$ cat src/rtl/rr_arbiter7.sv
// rr_arbiter7: round-robin arbiter for seven requesters numbered 1..7.
// Issues a registered one-hot grant plus its binary index (0 = no grant).
// A grant is held until the owner asserts done, drops its request, or the
// MAX_HOLD cycle limit forces a release (flagged by a one-cycle timeout).
module rr_arbiter7 #(
    parameter int unsigned MAX_HOLD = 8
) (
    input  logic       clk,
    input  logic       rst,
    input  logic [6:0] req,
    input  logic       done,
    output logic [6:0] gnt,
    output logic [2:0] gnt_idx,
    output logic       busy,
    output logic       timeout
);

    typedef enum logic [0:0] {
        ST_IDLE  = 1'b0,
        ST_GRANT = 1'b1
    } state_e;

    // Last grant cycle is reached when the counter shows MAX_HOLD-1.
    localparam logic [7:0] HOLD_LIMIT = 8'(MAX_HOLD - 1);

    state_e     state_q,     state_d;
    logic [2:0] last_q,      last_d;
    logic [7:0] hold_cnt_q,  hold_cnt_d;
    logic [6:0] gnt_q,       gnt_d;
    logic [2:0] gnt_idx_q,   gnt_idx_d;
    logic       busy_q,      busy_d;
    logic       timeout_q,   timeout_d;

    logic [2:0] winner_s;
    logic       owner_req_s;
    logic       limit_s;

    // Search last+1, last+2, ... wrapping 7->1 and ending with last itself;
    // returns 0 when nothing is requesting.
    function automatic logic [2:0] pick_winner(input logic [6:0] r, input logic [2:0] last);
        logic [2:0] cand;
        logic [2:0] win;
        win  = 3'd0;
        cand = last;
        for (int k = 0; k < 7; k++) begin
            cand = (cand >= 3'd7) ? 3'd1 : cand + 3'd1;
            if ((win == 3'd0) && r[cand - 3'd1]) begin
                win = cand;
            end
        end
        return win;
    endfunction

    // Binary index (1..7) to one-hot grant; 0 maps to no grant.
    function automatic logic [6:0] decode_idx(input logic [2:0] idx);
        logic [6:0] oh;
        case (idx)
            3'd1:    oh = 7'b0000001;
            3'd2:    oh = 7'b0000010;
            3'd3:    oh = 7'b0000100;
            3'd4:    oh = 7'b0001000;
            3'd5:    oh = 7'b0010000;
            3'd6:    oh = 7'b0100000;
            3'd7:    oh = 7'b1000000;
            default: oh = 7'b0000000;
        endcase
        return oh;
    endfunction

    // Request level of the requester identified by idx; 0 for idx 0.
    function automatic logic req_of(input logic [6:0] r, input logic [2:0] idx);
        logic bit_v;
        if (idx == 3'd0) begin
            bit_v = 1'b0;
        end else begin
            bit_v = r[idx - 3'd1];
        end
        return bit_v;
    endfunction

    // Next-state and next-output computation for the IDLE/GRANT controller.
    always_comb begin
        state_d     = state_q;
        last_d      = last_q;
        hold_cnt_d  = hold_cnt_q;
        gnt_d       = gnt_q;
        gnt_idx_d   = gnt_idx_q;
        busy_d      = busy_q;
        timeout_d   = 1'b0;
        winner_s    = pick_winner(req, last_q);
        owner_req_s = req_of(req, gnt_idx_q);
        limit_s     = (hold_cnt_q == HOLD_LIMIT);

        case (state_q)
            ST_IDLE: begin
                if (req != 7'd0) begin
                    state_d    = ST_GRANT;
                    gnt_d      = decode_idx(winner_s);
                    gnt_idx_d  = winner_s;
                    busy_d     = 1'b1;
                    hold_cnt_d = 8'd0;
                end else begin
                    gnt_d     = 7'd0;
                    gnt_idx_d = 3'd0;
                    busy_d    = 1'b0;
                end
            end
            ST_GRANT: begin
                if (done || !owner_req_s || limit_s) begin
                    // done and withdrawal outrank the hold limit.
                    state_d    = ST_IDLE;
                    last_d     = gnt_idx_q;
                    gnt_d      = 7'd0;
                    gnt_idx_d  = 3'd0;
                    busy_d     = 1'b0;
                    hold_cnt_d = 8'd0;
                    timeout_d  = !done && owner_req_s;
                end else begin
                    hold_cnt_d = hold_cnt_q + 8'd1;
                end
            end
            default: begin
                state_d    = ST_IDLE;
                last_d     = 3'd7;
                hold_cnt_d = 8'd0;
                gnt_d      = 7'd0;
                gnt_idx_d  = 3'd0;
                busy_d     = 1'b0;
            end
        endcase
    end

    // State and output registers with synchronous reset.
    always_ff @(posedge clk) begin
        if (rst) begin
            state_q    <= ST_IDLE;
            last_q     <= 3'd7;
            hold_cnt_q <= 8'd0;
            gnt_q      <= 7'd0;
            gnt_idx_q  <= 3'd0;
            busy_q     <= 1'b0;
            timeout_q  <= 1'b0;
        end else begin
            state_q    <= state_d;
            last_q     <= last_d;
            hold_cnt_q <= hold_cnt_d;
            gnt_q      <= gnt_d;
            gnt_idx_q  <= gnt_idx_d;
            busy_q     <= busy_d;
            timeout_q  <= timeout_d;
        end
    end

    assign gnt     = gnt_q;
    assign gnt_idx = gnt_idx_q;
    assign busy    = busy_q;
    assign timeout = timeout_q;

endmodule

$ cat config.mk
export PLATFORM = sky130hd
export DESIGN_NAME = rr_arbiter7
export DESIGN_NICKNAME = d
export VERILOG_FILES = /design/src/rtl/rr_arbiter7.sv
export SDC_FILE = /design/constraint.sdc
export NUM_CORES = 1
export LEC_CHECK = 0
export BUFFER_PORTS_ARGS = -buffer_cell sky130_fd_sc_hd__buf_4
export CAP_MARGIN = 20
export CORE_ASPECT_RATIO = 0.75
export CORE_UTILIZATION = 30
export CTS_CLUSTER_DIAMETER = 200
export DETAILED_ROUTE_END_ITERATION = 7
export GPL_TIMING_DRIVEN = 0
export SETUP_SLACK_MARGIN = 0.02
export SYNTH_ARGS = -nofsm -noshare
export SYNTH_HDL_FRONTEND = slang
export SYNTH_SLANG_ARGS = --single-unit
$ cat constraint.sdc
create_clock -name clk -period 7.5 [get_ports clk]
set_input_delay 2.25 -clock clk [delete_from_list [all_inputs] [get_ports clk]]
set_output_delay 2.25 -clock clk [all_outputs]
set_load 0.01 [all_outputs]
---- Word-level counts from Yosys, hierarchy flattened ----
Index checks and enable logic that the tools add are counted.
word-level totals
  logic and storage cells ................. 117
  input port bits ......................... 10
  output and inout bits ................... 12
  register bits after elaboration ......... 24
cells by class
  $add $sub $neg .......................... 16
  reduce and logical (&&, ||, !) cells .... 21
  mux-type cells .......................... 46
  bitwise logic cells ..................... 2
  order comparisons ....................... 15
  equality and inequality tests ........... 10
operator list
  cell                 number
  $pmux 7 s7           1
  $mux 3               16
  $lt 3x4->1 const B   8
  $bmux 1 s3           8
  $sub 3x1->3 const B  8
  $add 3x1->3 const B  7
  $ge 3x3->1 const B   7
  $logic_not 3->1      7
  $mux 8               2
  $pmux 8 s2           1
  $mux 7               2
  $pmux 7 s2           1
  $eq 3x3->1 const B   4
  $mux 1               12
  $add 8x1->8 const B  1
  $eq 8x3->1 const B   1
  $logic_and 1x1->1    7
  $reduce_bool 7->1    1
  $eq 3x2->1 const B   2
  $pmux 3 s2           1
  $pmux 1 s2           2
  $eq 3x1->1 const B   1
  $reduce_or 3->1      1
  $logic_not 1->1      2
  5 further kinds      7

---- Longest topological paths before layout ----
  depth after elaboration ................. 28
  mapped depth ............................ 35
  gate-level depth less buffers ........... 35

---- Worst setup path after synthesis ----
Ideal clock, no wire load.
  path kind ............................... register to register
  start ................................... reg last_q[0]
  end ..................................... reg gnt_q[3] (netlist: gnt[3])
  stages on the path, launching flop included .. 32
  arrival time ............................ 6.455 ns
  period minus slack after synthesis ...... 6.573 ns
  setup slack ............................. 0.927 ns
  path buffers ............................ 3
  cell sequence ........................... dfxtp_1 > ha_1 > ha_1 > nand2b_2 > nor2_8 > inv_4 > ha_1 > ha_1 > inv_1 > nor3_1 > ha_1 > inv_1 > nand2_1 > inv_1 > ha_1 > clkbuf_1 > inv_1 > ha_1 > clkbuf_1 > inv_1 > clkbuf_1 > a211o_1 > o21a_1 > ha_1 > a41o_1 > or3_1 > a311oi_1 > o21bai_1 > and3b_1 > and4b_1 > nor2_1 > a32o_1
between the ends
  word-level cells in the longest chain between the ends .. 28
  elaborated cells between the ends (all ways) .. 71
  classes of those cells .................. add/sub: 14; order compare: 7; eq/ne: 7; mux: 31; reduce/logical: 12
RTL lines
  what                                                  line  source
  start: declaration                                    27    logic [2:0] last_q, last_d;
  start signal: assignment                              145   last_q <= last_d;
  $add 3x1->3 / $ge 3x3->1 (equally long branches)      46    cand = (cand >= 3'd7) ? 3'd1 : cand + 3'd1;
  $mux 3 *                                              46
  branches (longest 21 deep; another with $add 3x1->3)  -
  $mux 3 *                                              47    if ((win == 3'd0) && r[cand - 3'd1]) begin
  $eq 3x3->1 (tied with other cells)                    57    case (idx)
  $pmux 7 s7 *                                          57
  $mux 7 *                                              96    if (req != 7'd0) begin
  $pmux 7 s2 *                                          94    case (state_q)
  end signal: assignment                                147   gnt_q <= gnt_d;
  end: declaration                                      29    logic [6:0] gnt_q, gnt_d;
Every way passes the cells marked *. The select of a mux whose other input is x is not followed.
A chain may end at the register's enable or synchronous reset.

---- Final worst setup path ----
Same ends and word-level chain as after synthesis.

==> metrics.txt <==
routability cong.=0.915; Antenna Cells=0; Starting Density=0.315; Syn Area/Cell=7.91 sq um; Unique masters post-synth=slightly below 80; Worst-path clk slew=60 ps; Tot GR Track Use=0.168; CP startpoint kind=register; drt initial violations=approximately 210; syn_nets=396; crit path max fanout=9; vias in the first global route=approximately 2700; Max-Cap Viols=0; Period minus WS final=~7000 ps; Post-synth EDFFs=0; Hold Vio Cnt, Final=0; Slew @ Worst Pin=between 800 and 900 ps; Num CTS Buffers=3; Slew Limit Fails=0; worst hold start=gnt[1]$_SDFFE_PP0P_; Slew HR=0.411; CTS H-tree depth=1; worst skew pair latency=260 ps; skew final=roughly 3.5 ps; CTS tree=yes; Synth async-reset ratio=0; crit path capture type=register; Ports=22; most used cell, CP=ha_1; Root Driver=clkbuf_16; Worst Setup Path Type=register to register; crit path from=last_q[0]$_SDFFE_PP1P_; Die ar.=10100 sq um; die span in x=between 100 and 150 um; Design Area, Final=between 3000 and 4000 sq um; nets=417; worst endpoint data arrival time=7200 ps; largest net degree at the start of global routing=14; I/O Buffers=17; Yosys Warn Count=0; hold-fix buffer count after cts=0; post-DP HPWL=between 6 and 7 mm; first-pass GRT wire length=between 10 and 15 mm; status=completed; RSZ-0062 raised after global routing=false; synthesized flop and latch total=24; remaining antenna violation count after routing=0; synth-to-layout area growth=14.6%; Max stage delay on crit path=around 380 ps; drt total wl=slightly above 8 mm; reg2reg start=last_q[0]$_SDFFE_PP1P_; CP max-delay cell=dfxtp_1; clk buf depth=2; DR vias/cell=between 5 and 6; initial antenna violation count=0; final setup fails=0; register area share after synthesis=0.165; Cells after Synth=around 370; post-synthesis cell area=around 2900 sq um; layout cells sized above 1=0.165; placed instance area=about 3200 sq um; core area=a little over 9000 sq um; CTS sink cnt=24; total grt overflow=0; main flop type after synthesis=dfxtp_1; # rows=30; drt drc=0; hold crit path type=register to register; DR vias=2952; Pre-antenna DRT Iters=5; Routed WL per cell=between 15 and 20 um; period utilization=0.941; highest clock rate=between 100 and 150 MHz; Die Span Y=around 87 um; critical path required time=between 7000 and 8000 ps
-- flip-flops by register name (all words and copies together), names as in the netlist --
name,count
busy,1
timeout,1
gnt,7
last_q,3
gnt_idx,3
state_q,1
hold_cnt_q,8
-- what timing repair did --
action | in CTS | in global routing
setup buffers | 0 | 2
endpoints found under the setup margin | 10 | 10
pin swaps | 0 | 2
resized for setup | 2 | 8
-- path summary, 6_finish.rpt --
kind | endpoint | slack, ps | cells after the start
worst min-delay path | gnt[1]$_SDFFE_PP0P_ | 460 | 2
worst max-delay path | gnt[3]$_SDFFE_PP0P_ | 450 | 31
worst min register to register | gnt[1]$_SDFFE_PP0P_ | 460 | 2
worst max register to register | gnt[3]$_SDFFE_PP0P_ | 450 | 31
-- per-stage QoR --
stage	std cells	util	TNS, ps	worst slack, ps	hold WS [ps]
floorplan	368	-	0	927	458
global placement	513	0.346	-715	-140	447
detailed placement	513	0.346	-1800	-261	451
CTS	516	0.357	0	22.5	465
global route	516	0.361	0	37.6	492
finish	516	0.361	0	446	460
-- cell type report --
cell class                      instances  area [sq um]
Buffer                                 12          51.3
Clock buffer                            4          88.8
Fill cell                             993          5900
Inverter                               24          92.6
Multi-Input combinational cell        305          2320
Sequential cell                        24           480
Tap cell                              128           160
Timing Repair Buffer                   19           143
-- metal layers --
| metal | global-route usage | vias to the layer above | part of all wire |
|---|---|---|---|
| met2 | 0.234 | 125 | 0.40 |
| met3 | 0.0292 | 10 | 0.072 |
| met5 | 0 | - | 0 |
| met4 | 0.0420 | 0 | 0.013 |
| li1 | - | 1444 | - |
| met1 | 0.258 | 1373 | 0.52 |
-- logic make-up (layout without fill, tap and decap cells) --
logic type,after synthesis,count (layout),share of synthesized area
AO/OA/AOI/OAI,104,104,0.284
XOR/XNOR,9,9,0.0271
adder cells (fa/ha/maj),18,18,0.0774
buffers and inverters,39,59,0.0533
flip-flops,24,24,0.165
multiplexers,29,29,0.121
AND/OR/NAND/NOR,145,145,0.272
-- cells in the final DEF (no fill, tap or decap), drive strengths merged, types with 3 or more instances in the layout --
cell / instances
a211o: 4
a211oi: 4
a21o: 3
a21oi: 16
a221oi: 3
a22oi: 3
a311oi: 3
a31oi: 5
a32o: 4
and2: 3
and3: 4
and3b: 3
buf: 20
clkbuf: 15
dfxtp: 24
ha: 18
inv: 24
mux2: 7
mux2i: 18
mux4: 4
nand2: 25
nand2b: 7
nand3: 9
nor2: 45
nor2b: 7
nor3: 12
nor4: 4
nor4b: 3
o21a: 4
o21ai: 17
o21bai: 3
o221ai: 3
o311ai: 4
o31a: 3
o31ai: 5
or2: 6
or3: 3
or4: 3
xnor2: 6
xor2: 3
-- synthesized netlist by cell type, drive strengths merged (5+ instances only) --
master / instances / area [sq um]
nand3: 9 / 45.0
mux2i: 18 / 180
or2: 6 / 37.5
nor2b: 7 / 43.8
mux2: 7 / 78.8
dfxtp: 24 / 480
ha: 18 / 225
clkbuf: 14 / 55.1
o31ai: 5 / 37.5
a31oi: 5 / 31.3
nor2: 45 / 185
inv: 24 / 92.6
a21oi: 16 / 80.1
o21ai: 17 / 85.1
nand2: 25 / 101
nand2b: 7 / 46.3
xnor2: 6 / 52.6
nor3: 12 / 60.1
-- critical path: cells and delay by family, from the launching register on --
kind            cells  cell delay, ps
fa+ha+maj           8            2010
flops               1             380
simple gates       12            2510
buf+inv             4             380
compound gates      7            1650
Power is not shown: default switching activity piles up to over one toggle a cycle in this logic, so the estimate is an artifact.
